[config.mk]
export PLATFORM = sky130hd
export DESIGN_NAME = lsu_dmem_port
export DESIGN_NICKNAME = d
export VERILOG_FILES = /design/src/rtl/lsu_pkg.sv /design/src/rtl/lsu_extend.sv /design/src/rtl/lsu_dmem_port.sv
export SDC_FILE = /design/constraint.sdc
export NUM_CORES = 1
export LEC_CHECK = 0
export ABC_AREA = 1
export BUFFER_PORTS_ARGS = -buffer_cell sky130_fd_sc_hd__buf_2
export CAP_MARGIN = 20
export CORE_AREA = 2 2 117 85
export CTS_CLUSTER_SIZE = 24
export DETAILED_ROUTE_END_ITERATION = 6
export DIE_AREA = 0 0 119 87
export PLACE_DENSITY = 0.84
export SYNTH_ARGS = -nofsm -noshare
export SYNTH_HDL_FRONTEND = slang
export SYNTH_SLANG_ARGS = --single-unit
export TNS_END_PERCENT = 100
[constraint.sdc]
create_clock -name clk -period 3.9 [get_ports clk]
set_clock_uncertainty 0.1 [all_clocks]
set_input_delay 0 -clock clk [delete_from_list [all_inputs] [get_ports clk]]
set_output_delay 0 -clock clk [all_outputs]
set_load 0.03 [all_outputs]
[src/rtl/lsu_pkg.sv]
// Shared types for the load/store unit in front of the byte-addressed data memory:
// access-size encodings, FSM state enum and a byte-count helper.
package lsu_pkg;

  // Access size encodings carried on req_size
  localparam logic [1:0] SZ_B   = 2'b00;
  localparam logic [1:0] SZ_H   = 2'b01;
  localparam logic [1:0] SZ_W   = 2'b10;
  localparam logic [1:0] SZ_RSV = 2'b11;

  // Request sequencing states
  typedef enum logic [2:0] {
    IDLE,
    LOAD,
    RMW_RD,
    WRITE,
    RESP
  } lsu_state_e;

  // Number of bytes touched by an access; the reserved size behaves as a word
  function automatic logic [2:0] bytes_of(input logic [1:0] size);
    logic [2:0] n;
    case (size)
      SZ_B:    n = 3'd1;
      SZ_H:    n = 3'd2;
      default: n = 3'd4;
    endcase
    return n;
  endfunction

endpackage

[src/rtl/lsu_extend.sv]
// Lane logic for the load/store unit: zero/sign extension of load data and
// low-lane merge of store data into the word read back from memory.
// Purely combinational; the reserved size is handled like a word.
module lsu_extend
  import lsu_pkg::*;
(
  input  logic [1:0]  size_i,
  input  logic        uns_i,
  input  logic [31:0] rdata_i,
  input  logic [31:0] wdata_i,
  output logic [31:0] load_o,
  output logic [31:0] merge_o
);

  logic sign_b;
  logic sign_h;

  // Fill bit for the upper lanes: zero for unsigned loads, top data bit otherwise
  assign sign_b = ~uns_i & rdata_i[7];
  assign sign_h = ~uns_i & rdata_i[15];

  // Extend the loaded value and build the read-modify-write word by size
  always_comb begin
    load_o  = rdata_i;
    merge_o = wdata_i;
    case (size_i)
      SZ_B: begin
        load_o  = {{24{sign_b}}, rdata_i[7:0]};
        merge_o = {rdata_i[31:8], wdata_i[7:0]};
      end
      SZ_H: begin
        load_o  = {{16{sign_h}}, rdata_i[15:0]};
        merge_o = {rdata_i[31:16], wdata_i[15:0]};
      end
      default: begin
        load_o  = rdata_i;
        merge_o = wdata_i;
      end
    endcase
  end

endmodule

[src/rtl/lsu_dmem_port.sv]
// Load/store unit directly upstream of a byte-addressed data memory that only
// writes whole words. One request in flight; byte and halfword stores become a
// read-modify-write so neighbouring bytes survive.
// Optional feature: define LSU_ALIGN_CHECK_EN to reject misaligned, reserved-size
// and out-of-range accesses with a one-cycle error response.
module lsu_dmem_port
  import lsu_pkg::*;
#(
  parameter int ADDR_W    = 32,
  parameter int MEM_BYTES = 256
) (
  input  logic              clk,
  input  logic              rst,
  input  logic              req_valid,
  output logic              req_ready,
  input  logic              req_we,
  input  logic [1:0]        req_size,
  input  logic              req_unsigned,
  input  logic [ADDR_W-1:0] req_addr,
  input  logic [31:0]       req_wdata,
  output logic              resp_valid,
  output logic [31:0]       resp_rdata,
  output logic              resp_err,
  output logic              dm_we,
  output logic [ADDR_W-1:0] dm_addr,
  output logic [31:0]       dm_wdata,
  input  logic [31:0]       dm_rdata
);

  lsu_state_e        state_q;
  logic [1:0]        size_q;
  logic              uns_q;
  logic [ADDR_W-1:0] addr_q;
  logic [31:0]       wdata_q;
  logic [31:0]       rdata_q;
  logic              resp_valid_q;
  logic              resp_err_q;
  logic              dm_we_q;

  logic [31:0]       load_d;
  logic [31:0]       merge_d;
  logic              acc_err;
  logic              is_sub_word;

  // Extension and merge are driven from the latched request and live memory data
  lsu_extend u_extend (
    .size_i  (size_q),
    .uns_i   (uns_q),
    .rdata_i (dm_rdata),
    .wdata_i (wdata_q),
    .load_o  (load_d),
    .merge_o (merge_d)
  );

  assign is_sub_word = (req_size == SZ_B) || (req_size == SZ_H);

`ifdef LSU_ALIGN_CHECK_EN
  logic [ADDR_W:0] last_byte;
  logic            misaligned;

  // Address of the final byte touched, one bit wider so it cannot wrap
  assign last_byte  = {1'b0, req_addr} + (ADDR_W+1)'(bytes_of(req_size)) - (ADDR_W+1)'(1);
  assign misaligned = ((req_size == SZ_H) && req_addr[0]) ||
                      ((req_size == SZ_W) && (req_addr[1:0] != 2'b00));
  assign acc_err    = misaligned || (req_size == SZ_RSV) ||
                      (last_byte >= (ADDR_W+1)'(MEM_BYTES));
`else
  logic unused_mem_bytes;

  // Memory size only matters to the range check, which is compiled out here
  assign acc_err          = 1'b0;
  assign unused_mem_bytes = ^32'(MEM_BYTES);
`endif

  // Request sequencer: latches the request and registers every memory/response output
  always_ff @(posedge clk or negedge rst) begin
    if (!rst) begin
      state_q      <= IDLE;
      size_q       <= 2'b00;
      uns_q        <= 1'b0;
      addr_q       <= '0;
      wdata_q      <= '0;
      rdata_q      <= '0;
      resp_valid_q <= 1'b0;
      resp_err_q   <= 1'b0;
      dm_we_q      <= 1'b0;
    end else begin
      case (state_q)
        IDLE: begin
          rdata_q <= '0;
          if (req_valid) begin
            size_q  <= req_size;
            uns_q   <= req_unsigned;
            addr_q  <= req_addr;
            wdata_q <= req_wdata;
            if (acc_err) begin
              // Rejected accesses never touch memory and answer next cycle
              state_q      <= RESP;
              resp_valid_q <= 1'b1;
              resp_err_q   <= 1'b1;
            end else if (!req_we) begin
              state_q <= LOAD;
            end else if (is_sub_word) begin
              state_q <= RMW_RD;
            end else begin
              state_q <= WRITE;
              dm_we_q <= 1'b1;
            end
          end
        end
        LOAD: begin
          rdata_q      <= load_d;
          state_q      <= RESP;
          resp_valid_q <= 1'b1;
        end
        RMW_RD: begin
          // Old word with the store lanes replaced becomes the write data
          wdata_q <= merge_d;
          state_q <= WRITE;
          dm_we_q <= 1'b1;
        end
        WRITE: begin
          dm_we_q      <= 1'b0;
          state_q      <= RESP;
          resp_valid_q <= 1'b1;
        end
        RESP: begin
          resp_valid_q <= 1'b0;
          resp_err_q   <= 1'b0;
          rdata_q      <= '0;
          state_q      <= IDLE;
        end
        default: begin
          state_q      <= IDLE;
          resp_valid_q <= 1'b0;
          resp_err_q   <= 1'b0;
          dm_we_q      <= 1'b0;
          rdata_q      <= '0;
        end
      endcase
    end
  end

  // Ready is gated by reset so it reads low while reset is held and high on the first cycle after
  assign req_ready  = rst && (state_q == IDLE);
  assign resp_valid = resp_valid_q;
  assign resp_err   = resp_err_q;
  assign resp_rdata = rdata_q;
  assign dm_we      = dm_we_q;
  assign dm_addr    = addr_q;
  assign dm_wdata   = wdata_q;

endmodule

# ---- Word-level counts from Yosys, hierarchy flattened
# Index checks and enable logic that the tools add are counted.
dict set report totals {
  regBits 104
  input_bits 103
  word_cells 56
}
dict set report classes {
  eq_ne 12
  n_mux 14
  n_bitwise 5
  n_reduce_logical 15
}
# cell count
set op_table {}
lappend op_table {{one-hot mux 32 bit (2 select lines)} 4}
lappend op_table {{two-way mux 32 bit} 1}
lappend op_table {{one-hot mux 3 bit (3 select lines)} 1}
lappend op_table {{!= test 2 bit, second input constant} 4}
lappend op_table {{AND reduction 4 bit} 2}
lappend op_table {{OR reduction 2 bit} 4}
lappend op_table {{== test 3 x 2 -> 1 bit, second input constant} 2}
lappend op_table {{AND reduction 3 bit} 2}
lappend op_table {{== test 2 x 1 -> 1 bit, second input constant} 2}
lappend op_table {{logical NOT 2 bit} 2}
lappend op_table {{two-way mux 1 bit} 4}
lappend op_table {{== test 3 x 1 -> 1 bit, second input constant} 1}
lappend op_table {{== test 3 bit, second input constant} 1}
lappend op_table {{logical NOT 3 bit} 1}
lappend op_table {{two-way mux 3 bit} 1}
lappend op_table {{!= test 3 x 1 -> 1 bit, second input constant} 1}
lappend op_table {{inverter 1 bit} 3}
lappend op_table {{one-hot mux 1 bit (3 select lines)} 1}
lappend op_table {{AND 1 bit} 2}
lappend op_table {{two-way mux 2 bit} 1}
lappend op_table {{!= test 2 x 1 -> 1 bit, second input constant} 1}
lappend op_table {{one-hot mux 1 bit (2 select lines)} 1}
lappend op_table {{AND reduction 2 bit} 1}
lappend op_table {{nonzero test 2 bit} 1}
lappend op_table {{2 further kinds} 2}

# ---- Logic depth before layout (Yosys ltp)
# Gate-level depths: netlist (run 1).
dict set report logic_depth {
  ltp_word 6
  depth_mapped 8
  depth_no_buf 7
}

# ---- By module
# A second synthesis (run 1) with hierarchy kept.
dict set report unflattened {
  hier_cells 651
  area_unflattened_um2 5096.1
}
# mod instances cells_per_inst area_per_inst_um2
set modules_own_cells {}
lappend modules_own_cells {lsu_dmem_port 1 495 4322.9}
lappend modules_own_cells {lsu_extend 1 156 773.2}

# ---- Least setup slack after synthesis (run 1)
# OpenSTA, ideal clock, no wires.
dict set report synth_path {
  path_type {register -> register}
  from {reg state_q[1]}
  to {reg wdata_q[0] (netlist: dm_wdata[0])}
  setup_time_ps 117
  arrival_time_ps 1163
  slack_ps 2520
  path_stages_with_launch 8
  path_buffers 1
  period_less_slack_ps 1380
  cell_sequence {dfrtp_1 -> nor2_2 -> nand2_1 -> inv_2 -> nand2_2 -> buf_2 -> o21ai_1 -> inv_1}
}
dict set report synth_via {
  elab_chain_cells 3
  elab_cells_between_ends 5
  classes_between {1 x eq/ne; 1 x mux; 1 x bitwise; 2 x reduce/logical}
}
# element line
set synth_rtl {}
lappend synth_rtl {{start: declaration} lsu_dmem_port.sv:30} ;# lsu_state_e state_q;
lappend synth_rtl {{start signal: assignment} lsu_dmem_port.sv:78} ;# state_q <= IDLE;
lappend synth_rtl {{start signal: assignment} lsu_dmem_port.sv:98} ;# state_q <= RESP;
lappend synth_rtl {{start signal: assignment} lsu_dmem_port.sv:102} ;# state_q <= LOAD;
lappend synth_rtl {{== test 3 x 2 -> 1 bit} lsu_dmem_port.sv:88} ;# case (state_q)
lappend synth_rtl {{inverter 1 bit (no line)} -}
lappend synth_rtl {{AND reduction 3 bit (no line)} -}
lappend synth_rtl {{end signal: assignment} lsu_dmem_port.sv:95} ;# wdata_q <= req_wdata;
lappend synth_rtl {{end signal: assignment} lsu_dmem_port.sv:118} ;# wdata_q <= merge_d;
lappend synth_rtl {{end: declaration} lsu_dmem_port.sv:34} ;# logic [31:0] wdata_q;
# Parallel ways exist; a longest one is shown, timed or not.
# A chain may end at the register's enable or synchronous reset.

# ---- Final worst setup path (run 1)
dict set report layout_path {
  from {reg state_q[0]}
  to {reg wdata_q[11] (netlist: dm_wdata[11])}
}
dict set report layout_via {
  elab_chain_cells 3
  elab_cells_between_ends 8
  classes_between {4 x eq/ne; 1 x mux; 3 x reduce/logical}
}
# element line
set layout_rtl {}
lappend layout_rtl {{== test 3 x 2 -> 1 bit or logical NOT 3 bit (tied branches)} lsu_dmem_port.sv:88}
lappend layout_rtl {{!= test 2 bit (no line) (tied with other cells)} -}
lappend layout_rtl {{AND reduction 4 bit (no line)} -}
# Parallel ways exist; a longest one is shown, timed or not.

==> results of run 1 <==
metrics by stage:
stage	area (um^2)	std cells	worst slack (ns)
6_report	7141	1014	1.284
5_1_grt	7141	1014	1.169
4_1_cts	7141	1014	1.447
3_5_place_dp	5650	879	1.485
3_3_place_gp	5650	879	1.513
2_1_floorplan	4582	574	2.520
power groups by stage:
stage / Sequential [mW] / Combinational [mW] / Clock (mW)
floorplan: 2.68 / 1.12 / 0
global placement: 1.83 / 2.73 / 0
detailed placement: 1.86 / 2.78 / 0
CTS: 1.85 / 2.95 / 0.926
global route: 1.91 / 3.27 / 0.978
finish: 1.86 / 3.02 / 0.919
layer usage:
layer | wire length, um | part of all wire
met1 | 5841 | 0.37
met2 | 7751 | 0.49
met3 | 1393 | 0.089
met4 | 744 | 0.047
met5 | 0 | 0
final cells by class:
type                    instances  area [um^2]
flip-flops and latches        104         2603
clock inverters                 4        52.55
repair buffers                324         2230
fillers                       640         2206
inverters                      44        165.2
well taps                     128        160.2
clock buffers                  12        246.5
multi-input cells             398         1684
final timing paths:
| path | startpoint | slack [ns] | depth (start not counted) | endpoint |
|---|---|---|---|---|
| setup / recovery | state_q[0] | 1.28 | 9 | dm_wdata[11] |
| hold / removal | req_valid | 0.13 | 3 | dm_addr[13] |
| setup reg to reg | state_q[0] | 1.28 | 9 | dm_wdata[11] |
| hold reg to reg | dm_addr[30] | 0.37 | 2 | dm_addr[30] |
| max in group asynchronous | rst | 2.44 | 3 | dm_addr[2] |
| min in group asynchronous | rst | 0.16 | 2 | dm_addr[30] |
placed cells by master, fill, tap and decap left out, drive strengths merged, types with 3 or more instances in the layout:
cell type,count
nand2,289
buf,205
dlygate4sd3,119
dfrtp,104
nand3,56
inv,44
o21ai,24
nor2,13
clkbuf,12
a22o,8
a21oi,4
clkinv,3
worst register-to-register path, cell delays in order, from the launching register on:
cell	delay, ns
dfrtp_1	0.39
inv_1	0.11
nand3_2	0.10
buf_4	0.39
clkinv_1	0.39
nand2_1	0.20
nand2_1	0.08
dlygate4sd3_1	0.58
nand2_1	0.09
nand2_1	0.07
cell families (layout without fill, tap and decap cells):
family,count (synthesis),count (layout),synth area share
other cells,1,1,0.0008184
flops,104,104,0.5680
simple gates,360,360,0.3187
compound gates,37,37,0.04752
buf+inv,72,384,0.06499
registers in the layout (all words and copies together), names as in the netlist:
signal      flops
dm_addr        32
dm_wdata       32
resp_rdata     32
state_q         3
size_q          2
dm_we           1
resp_valid      1
uns_q           1
==> flow_summary.ini, run 1 <==
[drt]
post-route-drc-count = 0
detailroute.via_count = 5218
drtAntennaViolNets = 0
firstDrtPassIters = 5
detailedRoute.firstIterationViolations = 364
final_routed_wire_length_divided_by_cell_count_um = 15.51
drt_wl_total_um = 15730
viasPerCell = 5.146

[yosys]
ys.flop_type = dfrtp_1
syn-mean-instance-area_um2 = 7.982
yosys_register_bits = 104
synth-seq-area-share = 0.5680
netlist_area_mm2 = 0.004582
synth_warnings = 0
synth_fp_nets = 677
synthesis.instances = 574
synth-edff-count = 0
synth_largest_area_cell = dfrtp_1
synthDistinctLibCells = 21
synth_largest_type_area_fraction = 0.5680
synth_area_leaders = dfrtp_1, nand2_1, nand3_1
synth_commonest_cells = nand2_1, dfrtp_1, nand3_1
synthMostInstantiatedCell = nand2_1
async_flop_share = 1.000

[setup_path]
cp_data_required_time_ns = 4.03
start_kind = flip-flop
crit_path_max_fanout = 42
crit_path_frequent_cell = nand2_1
peak_per_stage_delay_on_the_critical_path_ns = 0.58
critical_path.n_buffers_inverters = 4
critical_path_class = flip-flop to flip-flop
timing.critical_path.cells = inv_1 > nand3_2 > buf_4 > clkinv_1 > nand2_1 > nand2_1 > dlygate4sd3_1 > nand2_1 > nand2_1
path_delay_family = buffers and inverters
worstPathArrival_ns = 2.75
end_kind = flip-flop
slowest_cell_on_the_critical_path = dlygate4sd3_1

[finish]
post_route_cells_drive_above_1_share = 0.2619
area_growth_pct = 55.84
layout.core_utilization = 0.7640
antenna_cells_inserted = 0
finalNetCount = 984

[global_route]
groute.usage.overall = 0.3097
grt_pass1_vias = 5227
grt_use_met3 = 0.08050
antenna_found_initial = 0
global_route.peak_usage_layer = met2
grt_max_degree = 63
grt.met1_usage = 0.3629
global_route_wire_length_before_repair_um = 25120
grt_use_met2 = 0.5287
gr-total-overflow = 0

[placed_design]
place_congestion = 0.8326
place.port_buffers = 201
placed_wire_length_estimate_um = 8957

[timing]
min_period_over_period = 0.6708
setup_tns_after_final_layout_ns = 0
timing.final.crit_period_ns = 2.616
hold_slack_ns = 0.1303
transition_time_of_the_tightest_slew_check_pin_ns = 0.9158
grt_setup_unrepaired = no
timing.final.setup_violations = 0
relSlewSlack = 0.3873
timing.final.hold_violations = 0
slew_viol_final = 0
fmax_mhz = 382.3

[flow_run]
max_cap_viol_count = 0

[clocking]
cts_made_buffers = 9
cts.reportedPaths.clkPinSlew_ns = 0.07
clock_insertion_delay_worst_skew_ns = 0.35
clock-root-buffer = clkbuf_16
cts_post_setup_buffers_inserted = 0
tritoncts = built
post_cts_hold_buffer_count = 119
clock_tree.htree_level_count = 3
cts_repair_resize_count = 0
tritoncts_num_sinks = 104
clock_tree.buffer_depth = 2

[min_path]
hold_class = input port to flip-flop

[die]
core.rowCount = 30
start_util = 0.4902
die-height_um = 87
top_level_ports = 203
core-area_mm2 = 0.009346
dieArea_mm2 = 0.01035
horizontal_extent_of_the_die_um = 119

[power]
static_leakage_nw = 4.153
power.net_switching_mw = 2.863
ir_drop_uv = 439.1
sequentialPowerShare = 0.321
power.density_cell_area_mw_per_mm2 = 813.2
overall_power_of_the_completed_layout_mw = 5.807
switching_share = 0.4931
p_int_mw = 2.943
combPwrFrac = 0.521
clock_power_share = 0.158

[run_status]
status = complete, no violations
Power figures use the tool's default switching activity.
==> inputs of run 2 (changes only) <==
--- a/config.mk
+++ b/config.mk
@@ -8,11 +8,11 @@
 export ABC_AREA = 1
 export BUFFER_PORTS_ARGS = -buffer_cell sky130_fd_sc_hd__buf_2
 export CAP_MARGIN = 20
-export CORE_AREA = 2 2 117 85
+export CORE_AREA = 2 2 122 88
 export CTS_CLUSTER_SIZE = 24
 export DETAILED_ROUTE_END_ITERATION = 6
-export DIE_AREA = 0 0 119 87
-export PLACE_DENSITY = 0.84
+export DIE_AREA = 0 0 124 90
+export PLACE_DENSITY = 0.78
 export SYNTH_ARGS = -nofsm -noshare
 export SYNTH_HDL_FRONTEND = slang
 export SYNTH_SLANG_ARGS = --single-unit
==> constraint.sdc (replaced) <==
create_clock -name clk -period 2.5 [get_ports clk]
set_clock_uncertainty 0.1 [all_clocks]
set_input_delay 0 -clock clk [delete_from_list [all_inputs] [get_ports clk]]
set_output_delay 0 -clock clk [all_outputs]
set_load 0.03 [all_outputs]
==> run 2 against run 1 <==
  * Power increased by 56%
  * Fmax increased by 12%
  * Routed wire length decreased by 4.6%
  * Largest power group unchanged
  * Critical endpoint is now dm_wdata[20]
  * Setup slack got worse by 1.1 ns
  * Largest cell class unchanged
  * Flip-flop and latch count unchanged
  * First-iteration DRC count increased by 4.9%
  * Via count decreased by 3.1%
==> flow_summary.ini, run 2 (same netlist as run 1, synthesis figures left out) <==
[timing]
fmax_mhz = 429.0
timing.final.hold_violations = 0
timing.final.setup_violations = 0
transition_time_of_the_tightest_slew_check_pin_ns = 0.6817
grt_setup_unrepaired = no
slew_viol_final = 0
relSlewSlack = 0.5450
hold_slack_ns = 0.03910
timing.final.crit_period_ns = 2.331
min_period_over_period = 0.9324
setup_tns_after_final_layout_ns = 0

[clocking]
cts.reportedPaths.clkPinSlew_ns = 0.07
clock_tree.htree_level_count = 3
clock_insertion_delay_worst_skew_ns = 0.34
cts_post_setup_buffers_inserted = 0
cts_made_buffers = 9
clock_tree.buffer_depth = 2
tritoncts_num_sinks = 104
cts_repair_resize_count = 0
clock-root-buffer = clkbuf_16
tritoncts = built

[finish]
regArea_mm2 = 0.002603
finalNetCount = 990
final_cell_mix = nand2_1, buf_2, dlygate4sd3_1
post_route_cells_drive_above_1_share = 0.2691
most_common_cell_after_layout_fill_and_taps_aside = nand2_1
fillers = 752
multiInputGateArea_mm2 = 0.001684
area_growth_pct = 57.45

[placed_design]
place.port_buffers = 201
place_congestion = 0.8351
placed_wire_length_estimate_um = 9072

[global_route]
grt_pass1_vias = 5162
grt_max_degree = 104
antenna_found_initial = 1
global_route_wire_length_before_repair_um = 24420
gr-total-overflow = 0
groute.usage.overall = 0.2785

[die]
horizontal_extent_of_the_die_um = 124
start_util = 0.4543
die-height_um = 90
dieArea_mm2 = 0.01116
core-area_mm2 = 0.01008
top_level_ports = 203
core.rowCount = 31

[flow_run]
max_cap_viol_count = 0

[drt]
firstDrtPassIters = 5
drt_wl_total_um = 15010
viasPerCell = 4.931
drtAntennaViolNets = 0
detailedRoute.firstIterationViolations = 382
detailroute.via_count = 5054
final_routed_wire_length_divided_by_cell_count_um = 14.65
post-route-drc-count = 0

[power]
power.density_cell_area_mw_per_mm2 = 1252
static_leakage_nw = 4.189
ir_drop_uv = 632.4

[setup_path]
start_kind = flip-flop
crit_path_max_fanout = 31
worstPathArrival_ns = 2.46
cp_data_required_time_ns = 2.63
critical_path_class = flip-flop to flip-flop
end_kind = flip-flop

[run_status]
status = complete, no violations

[min_path]
hold_class = input port to flip-flop
==> run 2: worst paths after layout <==
check,depth (start not counted),slack [ns],to,from
worst max register to register,8,0.17,dm_wdata[20],state_q[0]
min in group asynchronous,3,0.18,dm_addr[29],rst
worst min-delay path,5,0.04,dm_we,req_valid
worst max-delay path,8,0.17,dm_wdata[20],state_q[0]
max in group asynchronous,3,1.72,dm_wdata[13],rst
worst min register to register,2,0.37,dm_addr[3],dm_addr[3]
==> run 2: layer usage <==
layer / track usage / vias to the layer above / wire, um
met4: 0.1245 / 0 / 601
met1: 0.3363 / 2338 / 6116
met2: 0.4602 / 252 / 7130
li1: - / 2402 / -
met3: 0.07995 / 62 / 1165
met5: 0 / - / 0
==> run 2: stage by stage <==
| step | total power [mW] | instances | setup WS (ns) | instance area [um^2] | util |
|---|---|---|---|---|---|
| 2_1_floorplan | 5.929 | 574 | 1.120 | 4582 | - |
| 3_3_place_gp | 7.178 | 889 | 0.7635 | 5713 | 0.5665 |
| 3_5_place_dp | 7.284 | 889 | 0.6924 | 5713 | 0.5665 |
| 4_1_cts | 8.996 | 1024 | 0.2728 | 7212 | 0.7151 |
| 5_1_grt | 9.635 | 1025 | 0.06196 | 7214 | 0.7154 |
| 6_report | 9.033 | 1025 | 0.1690 | 7214 | 0.7154 |
==> run 2: layout make-up <==
| class | count | share of cell area |
|---|---|---|
| Multi-Input combinational cell | 398 | 0.2334 |
| Clock buffer | 9 | 0.03122 |
| Timing Repair Buffer | 330 | 0.3170 |
| Tap cell | 132 | 0.02289 |
| Clock inverter | 7 | 0.01145 |
| Inverter | 44 | 0.02289 |
| Antenna cell | 1 | 0.0003469 |
| Sequential cell | 104 | 0.3607 |
==> run 2: worst max-delay path, stage by stage, from the launching register on <==
cell           delay [ns]
dfrtp_1              0.41
inv_1                0.15
nand3_2              0.31
buf_4                0.35
nand2_1              0.10
o21ai_0              0.08
dlygate4sd3_1        0.56
nand2_1              0.08
nand2_1              0.07
==> run 2: power by group <==
part           leakage (nW)  switching (mW)  internal [mW]
Clock                 0.150           0.650          0.787
Combinational          2.72            3.35           1.40
Sequential             1.32           0.415           2.43
==> run 2: repair_timing <==
| item | in CTS | in global routing |
|---|---|---|
| hold buffers | 119 | 0 |
| hold endpoints to repair | 206 | 0 |
| setup endpoints to repair | 0 | 0 |
